--- config.mk ---
export PLATFORM = sky130hd
export DESIGN_NAME = truth_table_sequencer
export DESIGN_NICKNAME = d
export VERILOG_FILES = /design/src/rtl/tt_pkg.sv /design/src/rtl/tt_row_store.sv /design/src/rtl/truth_table_sequencer.sv
export SDC_FILE = /design/constraint.sdc
export NUM_CORES = 1
export LEC_CHECK = 0
export BUFFER_PORTS_ARGS = -buffer_cell sky130_fd_sc_hd__buf_2
export CELL_PAD_IN_SITES_DETAIL_PLACEMENT = 1
export CELL_PAD_IN_SITES_GLOBAL_PLACEMENT = 2
export CORE_ASPECT_RATIO = 1.4
export CORE_UTILIZATION = 46
export CTS_BUF_LIST = sky130_fd_sc_hd__clkbuf_2
export DETAILED_ROUTE_END_ITERATION = 8
export PLACE_DENSITY = 0.95
export REMOVE_ABC_BUFFERS = 1
export SLEW_MARGIN = 10
export SYNTH_ARGS = -nofsm -noshare
export SYNTH_HDL_FRONTEND = slang
export SYNTH_SLANG_ARGS = --single-unit
--- constraint.sdc ---
create_clock -name clk -period 5.7 [get_ports clk]
set_input_delay 1.425 -clock clk [delete_from_list [all_inputs] [get_ports clk]]
set_output_delay 1.425 -clock clk [all_outputs]
set_load 0.02 [all_outputs]
--- src/rtl/tt_pkg.sv ---
// Package: tt_pkg
// Purpose: shared state encoding and sizing helper for the truth-table
//          sequencer and its row store.
// Contents:
//   ST_IDLE/ST_APPLY/ST_SAMPLE/ST_DONE  2-bit state codes
//   tt_state_t                          FSM state enum built on those codes
//   tt_rows(n_in)                       number of truth-table rows (2**n_in)
package tt_pkg;

    localparam logic [1:0] ST_IDLE   = 2'd0;
    localparam logic [1:0] ST_APPLY  = 2'd1;
    localparam logic [1:0] ST_SAMPLE = 2'd2;
    localparam logic [1:0] ST_DONE   = 2'd3;

    typedef enum logic [1:0] {
        IDLE   = ST_IDLE,
        APPLY  = ST_APPLY,
        SAMPLE = ST_SAMPLE,
        DONE   = ST_DONE
    } tt_state_t;

    function automatic int tt_rows(input int n_in);
        return 1 << n_in;
    endfunction

endpackage

--- src/rtl/tt_row_store.sv ---
// Module: tt_row_store
// Purpose: register file holding one captured output vector per input
//          combination; single write port, combinational read port.
// Ports:
//   clk      in   1       rising-edge clock
//   rst_n    in   1       asynchronous active-low reset, clears every row
//   we       in   1       write enable
//   wr_idx   in   N_IN    row being written
//   wr_data  in   N_OUT   value written into row wr_idx
//   rd_idx   in   N_IN    row selected for readback
//   rd_row   out  N_OUT   contents of row rd_idx (combinational)
module tt_row_store
    import tt_pkg::*;
#(
    parameter int N_IN  = 3,
    parameter int N_OUT = 4
) (
    input  logic             clk,
    input  logic             rst_n,
    input  logic             we,
    input  logic [N_IN-1:0]  wr_idx,
    input  logic [N_OUT-1:0] wr_data,
    input  logic [N_IN-1:0]  rd_idx,
    output logic [N_OUT-1:0] rd_row
);

    localparam int ROWS = tt_rows(N_IN);

    logic [N_OUT-1:0] rows [ROWS];

    always_ff @(posedge clk or negedge rst_n) begin
        if (!rst_n) begin
            for (int i = 0; i < ROWS; i++) begin
                rows[i] <= '0;
            end
        end else if (we) begin
            rows[wr_idx] <= wr_data;
        end
    end

    assign rd_row = rows[rd_idx];

endmodule

--- src/rtl/truth_table_sequencer.sv ---
// Module: truth_table_sequencer
// Purpose: walks every input combination of a combinational function block,
//          holds each one for SETTLE cycles, captures the block's outputs and
//          stores them as a truth table.
// Ports:
//   clk       in   1       rising-edge clock
//   rst_n     in   1       asynchronous active-low reset
//   start     in   1       begin a full scan (only honoured in IDLE)
//   abort     in   1       synchronous abort back to IDLE
//   abc_out   out  N_IN    vector driven to the function block (MSB = A)
//   f_in      in   N_OUT   outputs of the function block (bit0 = F1)
//   busy      out  1       high while applying/sampling rows
//   done      out  1       one-cycle pulse at the end of a complete scan
//   tt_valid  out  1       row store holds a complete scan
//   rd_idx    in   N_IN    readback row select
//   rd_row    out  N_OUT   stored row rd_idx (combinational)
module truth_table_sequencer
    import tt_pkg::*;
#(
    parameter int N_IN   = 3,
    parameter int N_OUT  = 4,
    parameter int SETTLE = 1
) (
    input  logic             clk,
    input  logic             rst_n,
    input  logic             start,
    input  logic             abort,
    output logic [N_IN-1:0]  abc_out,
    input  logic [N_OUT-1:0] f_in,
    output logic             busy,
    output logic             done,
    output logic             tt_valid,
    input  logic [N_IN-1:0]  rd_idx,
    output logic [N_OUT-1:0] rd_row
);

    // Settle counter only has to reach SETTLE-1.
    localparam int CW = (SETTLE > 1) ? $clog2(SETTLE) : 1;
    localparam logic [N_IN-1:0] LAST_IDX = N_IN'(tt_rows(N_IN) - 1);
    localparam logic [CW-1:0]   LAST_CNT = CW'(SETTLE - 1);

    tt_state_t       state;
    tt_state_t       state_next;
    logic [N_IN-1:0] idx;
    logic [CW-1:0]   cnt;

    logic load_first;
    logic advance;
    logic cnt_inc;
    logic we;
    logic set_valid;
    logic clr_valid;

    // State register plus the datapath registers it steers. abc_out is only
    // loaded on entry to APPLY, so it cannot change while a row is settling.
    always_ff @(posedge clk or negedge rst_n) begin
        if (!rst_n) begin
            state    <= IDLE;
            idx      <= '0;
            cnt      <= '0;
            abc_out  <= '0;
            tt_valid <= 1'b0;
        end else begin
            state <= state_next;
            if (load_first) begin
                idx     <= '0;
                cnt     <= '0;
                abc_out <= '0;
            end else if (advance) begin
                idx     <= idx + 1'b1;
                cnt     <= '0;
                abc_out <= idx + 1'b1;
            end else if (cnt_inc) begin
                cnt <= cnt + 1'b1;
            end
            if (load_first || clr_valid) begin
                tt_valid <= 1'b0;
            end else if (set_valid) begin
                tt_valid <= 1'b1;
            end
        end
    end

    // Next-state and control decode. Abort is applied last so it overrides
    // any start, row write or completion decided above it.
    always_comb begin
        state_next = state;
        load_first = 1'b0;
        advance    = 1'b0;
        cnt_inc    = 1'b0;
        we         = 1'b0;
        set_valid  = 1'b0;
        clr_valid  = 1'b0;

        unique case (state)
            IDLE: begin
                if (start) begin
                    state_next = APPLY;
                    load_first = 1'b1;
                end
            end
            APPLY: begin
                if (cnt == LAST_CNT) begin
                    state_next = SAMPLE;
                end else begin
                    cnt_inc = 1'b1;
                end
            end
            SAMPLE: begin
                we = 1'b1;
                // Explicit terminal compare; idx is never allowed to wrap.
                if (idx == LAST_IDX) begin
                    state_next = DONE;
                end else begin
                    state_next = APPLY;
                    advance    = 1'b1;
                end
            end
            DONE: begin
                state_next = IDLE;
                set_valid  = 1'b1;
            end
            default: state_next = IDLE;
        endcase

        if (abort) begin
            state_next = IDLE;
            load_first = 1'b0;
            advance    = 1'b0;
            cnt_inc    = 1'b0;
            we         = 1'b0;
            set_valid  = 1'b0;
            clr_valid  = (state != IDLE);
        end
    end

    assign busy = (state == APPLY) || (state == SAMPLE);
    assign done = (state == DONE) && !abort;

    tt_row_store #(
        .N_IN  (N_IN),
        .N_OUT (N_OUT)
    ) u_store (
        .clk     (clk),
        .rst_n   (rst_n),
        .we      (we),
        .wr_idx  (idx),
        .wr_data (f_in),
        .rd_idx  (rd_idx),
        .rd_row  (rd_row)
    );

endmodule

# Word-level counts from Yosys, hierarchy flattened
# Index checks and enable logic that the tools add are counted.
# Widths: inputs -> output; s select.
dict set report word_totals {
  ff_bits 39
  out_inout_bits 10
  wordCells 68
}
dict set report classes {
  add_sub_neg 2
  n_lt_le_gt_ge 3
  eq_ne 6
  mux 32
  bitwise 2
  reduce_logical 11
}
# operator n
set ops {}
lappend ops {{$bwmux 32} 1}
lappend ops {{$mux 1} 19}
lappend ops {{$bmux 4 s3} 1}
lappend ops {{$demux 4 s3} 1}
lappend ops {{$mux 4} 3}
lappend ops {{$ge 4x4->1 const B} 2}
lappend ops {{$mux 2} 4}
lappend ops {{$not 3->4} 2}
lappend ops {{$pmux 2 s4} 1}
lappend ops {{$mux 3} 2}
lappend ops {{$ne 3x3->1 const B} 2}
lappend ops {{$reduce_bool 2->1} 3}
lappend ops {{$eq 2x2->1 const B} 2}
lappend ops {{$lt 4x1->1 const B} 1}
lappend ops {{$add 3x1->3 const B} 1}
lappend ops {{$eq 3x3->1 const B} 1}
lappend ops {{$reduce_bool 3->1} 1}
lappend ops {{$eq 2x1->1 const B} 1}
lappend ops {{$logic_and 1x1->1} 2}
lappend ops {{$logic_not 2->1} 1}
lappend ops {{$logic_or 1x1->1} 2}
lappend ops {{$reduce_and 2->1} 1}
lappend ops {{$add 1x1->1 const B} 1}
lappend ops {{$logic_not 1->1} 1}

# Logic depth before layout (Yosys ltp)
dict set report logic_depth {
  ltp_word 6
  ltp_mapped 5
}

# Modules after synthesis
# A second synthesis with hierarchy kept.
dict set report unflattened {
  cells_unflattened 127
  area_unflattened_um2 1959.4
}
# module instances cells_per_inst area_per_inst_um2 seq_area_each_um2
set modules_own_cells {}
lappend modules_own_cells {tt_row_store 1 86 1525.2 800.8}
lappend modules_own_cells {truth_table_sequencer 1 41 434.2 175.2}

# Worst setup path before layout
# OpenSTA, ideal clock, no wires.
dict set report synth_path {
  path_type {input -> output}
  from {input port rd_idx[1]}
  to {output port rd_row[0]}
  t_arrival_ns 2.490
  t_required_ns 4.275
  setup_slack_ns 1.785
  stages 3
  n_path_buf 1
  path_cell_list {buf_2 -> mux4_2 -> mux2_2}
}
dict set report synth_between {
  elab_chain_cells 4
}
# item line
set synth_lines {}
lappend synth_lines {{start, declared} truth_table_sequencer.sv:33} ;# input logic [N_IN-1:0] rd_idx,
lappend synth_lines {{$not 3->4 (implied by the code)} tt_row_store.sv:41} ;# assign rd_row = rows[rd_idx];
lappend synth_lines {{$bmux 4 s3} tt_row_store.sv:41}
lappend synth_lines {{$mux 4 (implied by the code) (2 in a row)} tt_row_store.sv:41}
lappend synth_lines {{end, declared} truth_table_sequencer.sv:34} ;# output logic [N_OUT-1:0] rd_row
# No other way between the ends. The select of a mux whose other input is x is not followed.

# Worst setup path after layout
# Ends and elaborated chain as after synthesis.

==> impl_metrics.env <==
export IMPL_clock_path_buffers=2
export IMPL_cp_arrival_ns=2.66
export IMPL_timing_final_crit_share_pct=71.6
export IMPL_worstMarginPinSlew_ns=0.873
export IMPL_dpl_hpwl_um=3050
export IMPL_synth_compound_area_share_pct=2.33
export IMPL_placed_area_sq_um=2080
export IMPL_r2r_start="state[0]$_DFFE_PN0P_"
export IMPL_pre_cts_ws_ns=1.59
export IMPL_max_stage_delay_ns=0.55
export IMPL_synth_adder_area_share_pct=3.88
export IMPL_ant_nets=0
export IMPL_final_layout_size_suffix_gt1_share_pct=35.4
export IMPL_overflow=0
export IMPL_grt_pass1_vias=1325
export IMPL_critPathSlowestCell="mux4_2"
export IMPL_syn_inst=133
export IMPL_ys_ff_latch=39
export IMPL_die_height_um=78.8
export IMPL_cts_tree="built"
export IMPL_ctsHoldBuffers=0
export IMPL_final_hold_viol_count=0
export IMPL_ir_drop_mv=0.126
export IMPL_tns_ns=0
export IMPL_cp_cell_sequence="buf_2, mux4_2, mux2_2, buf_2"
export IMPL_cts_max_level=2
export IMPL_finalSetupViolations=0
export IMPL_critPathRequiredTime_ns=4.28
export IMPL_synthToLayoutAreaGrowth_pct=9.17
export IMPL_drv_cap=0
export IMPL_grt_antenna_before_repair=0
export IMPL_synthMuxAreaShare_pct=31.3
export IMPL_viasPerCell=5.79
export IMPL_num_vias=1164
export IMPL_hold_slack_ns=0.512
export IMPL_hold_start="u_store.rows[23]$_DFFE_PN0P_"
export IMPL_cts_root_buf="clkbuf_2"
export IMPL_slew_headroom_pct=41.8
export IMPL_rsz0062_at_grt="false"
export IMPL_grt_max_degree=40
export IMPL_gp_congestion=0.784
export IMPL_netlist_area_sq_um=1940
export IMPL_cts_resized=0
export IMPL_crit_path_start="rd_idx[1]"
export IMPL_hp_class="reg2reg"
export IMPL_post_cts_buffers=0
export IMPL_worstPathMaxFanout=8
export IMPL_synthSimpleGateAreaFrac_pct=10.4
export IMPL_violations="design-rule violations"
export IMPL_final_common_cell="dfrtp_1"
export IMPL_initial_utilization_pct=48.6
export IMPL_finalWorstSetupSlack_ns=1.62
export IMPL_clk_pin_slew_ns=0.17
export IMPL_drc=4
export IMPL_post_route_min_period_ns=4.08
export IMPL_grt_pass1_wl_um=6810
export IMPL_wire_per_inst_um=19.3
export IMPL_drtPass1Iterations=6
export IMPL_final_cells=201
export IMPL_coreArea_sq_um=3990
export IMPL_numCtsBuffers=5
export IMPL_p_leak_nw=1.02
export IMPL_synth_xor_area_share_pct=0.452
export IMPL_utilization_pct=53.0
export IMPL_io_buffers=20
export IMPL_cts_sinks=39
export IMPL_worstSetupStartpointType="input port"
export IMPL_track_usage_pct=20.4
export IMPL_synth_cell_types=28
export IMPL_yosysSeqAreaShare_pct=50.4
export IMPL_fmax_mhz=245
export IMPL_wl_um=3880
export IMPL_avgSynthCellArea_sq_um=14.6
export IMPL_dieArea_sq_um=4480
export IMPL_status="finished with violations"
export IMPL_placed_cells=193
export IMPL_rows=27
export IMPL_synth_top_family_by_area="multiplexers"
export IMPL_antenna_cells=0
export IMPL_critical_path_class="in2out"
export IMPL_drt_initial_drc_count=34
export IMPL_layout_nets=174
export IMPL_insertion_delay_ns=0.36
export IMPL_crit_top_cell="buf_2"
export IMPL_powerDensity_nw_per_um2=287
export IMPL_drv_slew=0
export IMPL_layout_common_cells="39 x dfrtp_1, 24 x mux2_1, 20 x buf_2, 12 x mux2_2, 8 x mux4_2"
export IMPL_total_power_uw=606
export IMPL_yosysWarnings=0
export IMPL_n_fill_cell=422
export IMPL_fin_skew_ns=0.00635
export IMPL_io_pins=21
export IMPL_end_kind="output port"
export IMPL_final_cell_area_sq_um=2110
export IMPL_die_w_um=56.8
-- power breakdown --
group | switching [mW] | internal, mW | total, mW | leakage, nW
logic | 0.0776 | 0.0699 | 0.148 | 0.476
registers | 0.0338 | 0.314 | 0.348 | 0.520
clock network | 0.0812 | 0.0296 | 0.111 | 0.0281
-- layout make-up --
| type | instances | area, sq um | area share (%) |
|---|---|---|---|
| sequential | 39 | 976 | 46.2 |
| multi-input combinational | 88 | 936 | 44.3 |
| timing repair buffer | 20 | 100 | 4.73 |
| tap | 43 | 53.8 | 2.54 |
| clock buffer | 6 | 30.0 | 1.42 |
| inverter | 3 | 11.3 | 0.533 |
| clock inverter | 2 | 7.51 | 0.355 |
-- cell usage after synthesis --
cell,n,area [sq um]
a21oi_1,3,15.0
nor3b_1,1,7.51
mux2i_1,2,20.0
nor2_2,2,12.5
nor2_1,7,26.3
nor3_4,1,16.3
nand2b_4,1,13.8
nand3b_1,1,7.51
inv_1,3,11.3
nand2b_2,1,8.76
nand2_1,5,18.8
buf_2,2,10.0
dfrtp_1,39,976
a311oi_1,1,8.76
ha_1,6,75.1
mux2_1,24,270
xnor2_1,1,8.76
clkbuf_1,1,3.75
nand2b_1,2,12.5
nor3b_2,2,25.0
mux2_2,12,135
nand3_1,1,5.00
mux4_2,8,180
nor2b_1,1,6.26
nor3_2,2,20.0
a211oi_1,2,15.0
a31oi_1,1,6.26
nor4_4,1,21.3
-- final timing paths --
path	endpoint	slack, ns	cells after the start
min in group asynchronous	u_store.rows[27]$_DFFE_PN0P_	1.15	1
max in group asynchronous	u_store.rows[10]$_DFFE_PN0P_	4.01	1
hold reg to reg	u_store.rows[23]$_DFFE_PN0P_	0.51	1
setup / recovery	rd_row[0]	1.62	4
hold / removal	u_store.rows[23]$_DFFE_PN0P_	0.51	1
setup reg to reg	u_store.rows[31]$_DFFE_PN0P_	3.81	5
-- flip-flops by register name (all words and copies together), names as in the netlist --
register,count
cnt,1
idx,3
state,2
tt_valid,1
u_store.rows,32
-- critical path: cells and delay by family --
family / cells / cell delay, ns
buffers and inverters: 2 / 0.41
muxes: 2 / 0.82
-- routing by layer --
metal / part of all wire, % / vias to the layer above / global-route usage (%)
met4: 1.4 / 0 / 6.59
met5: 0 / - / 0
met2: 56 / 25 / 37.9
li1: - / 532 / -
met1: 39 / 601 / 23.3
met3: 3.2 / 6 / 4.07
-- logic make-up after synthesis --
family,count (synthesis)
multiplexers,46
flip-flops,39
buffers and inverters,6
AO/OA/AOI/OAI,7
AND/OR/NAND/NOR,28
adder cells (fa/ha/maj),6
XOR/XNOR,1
(Power assumes the default switching activity.)
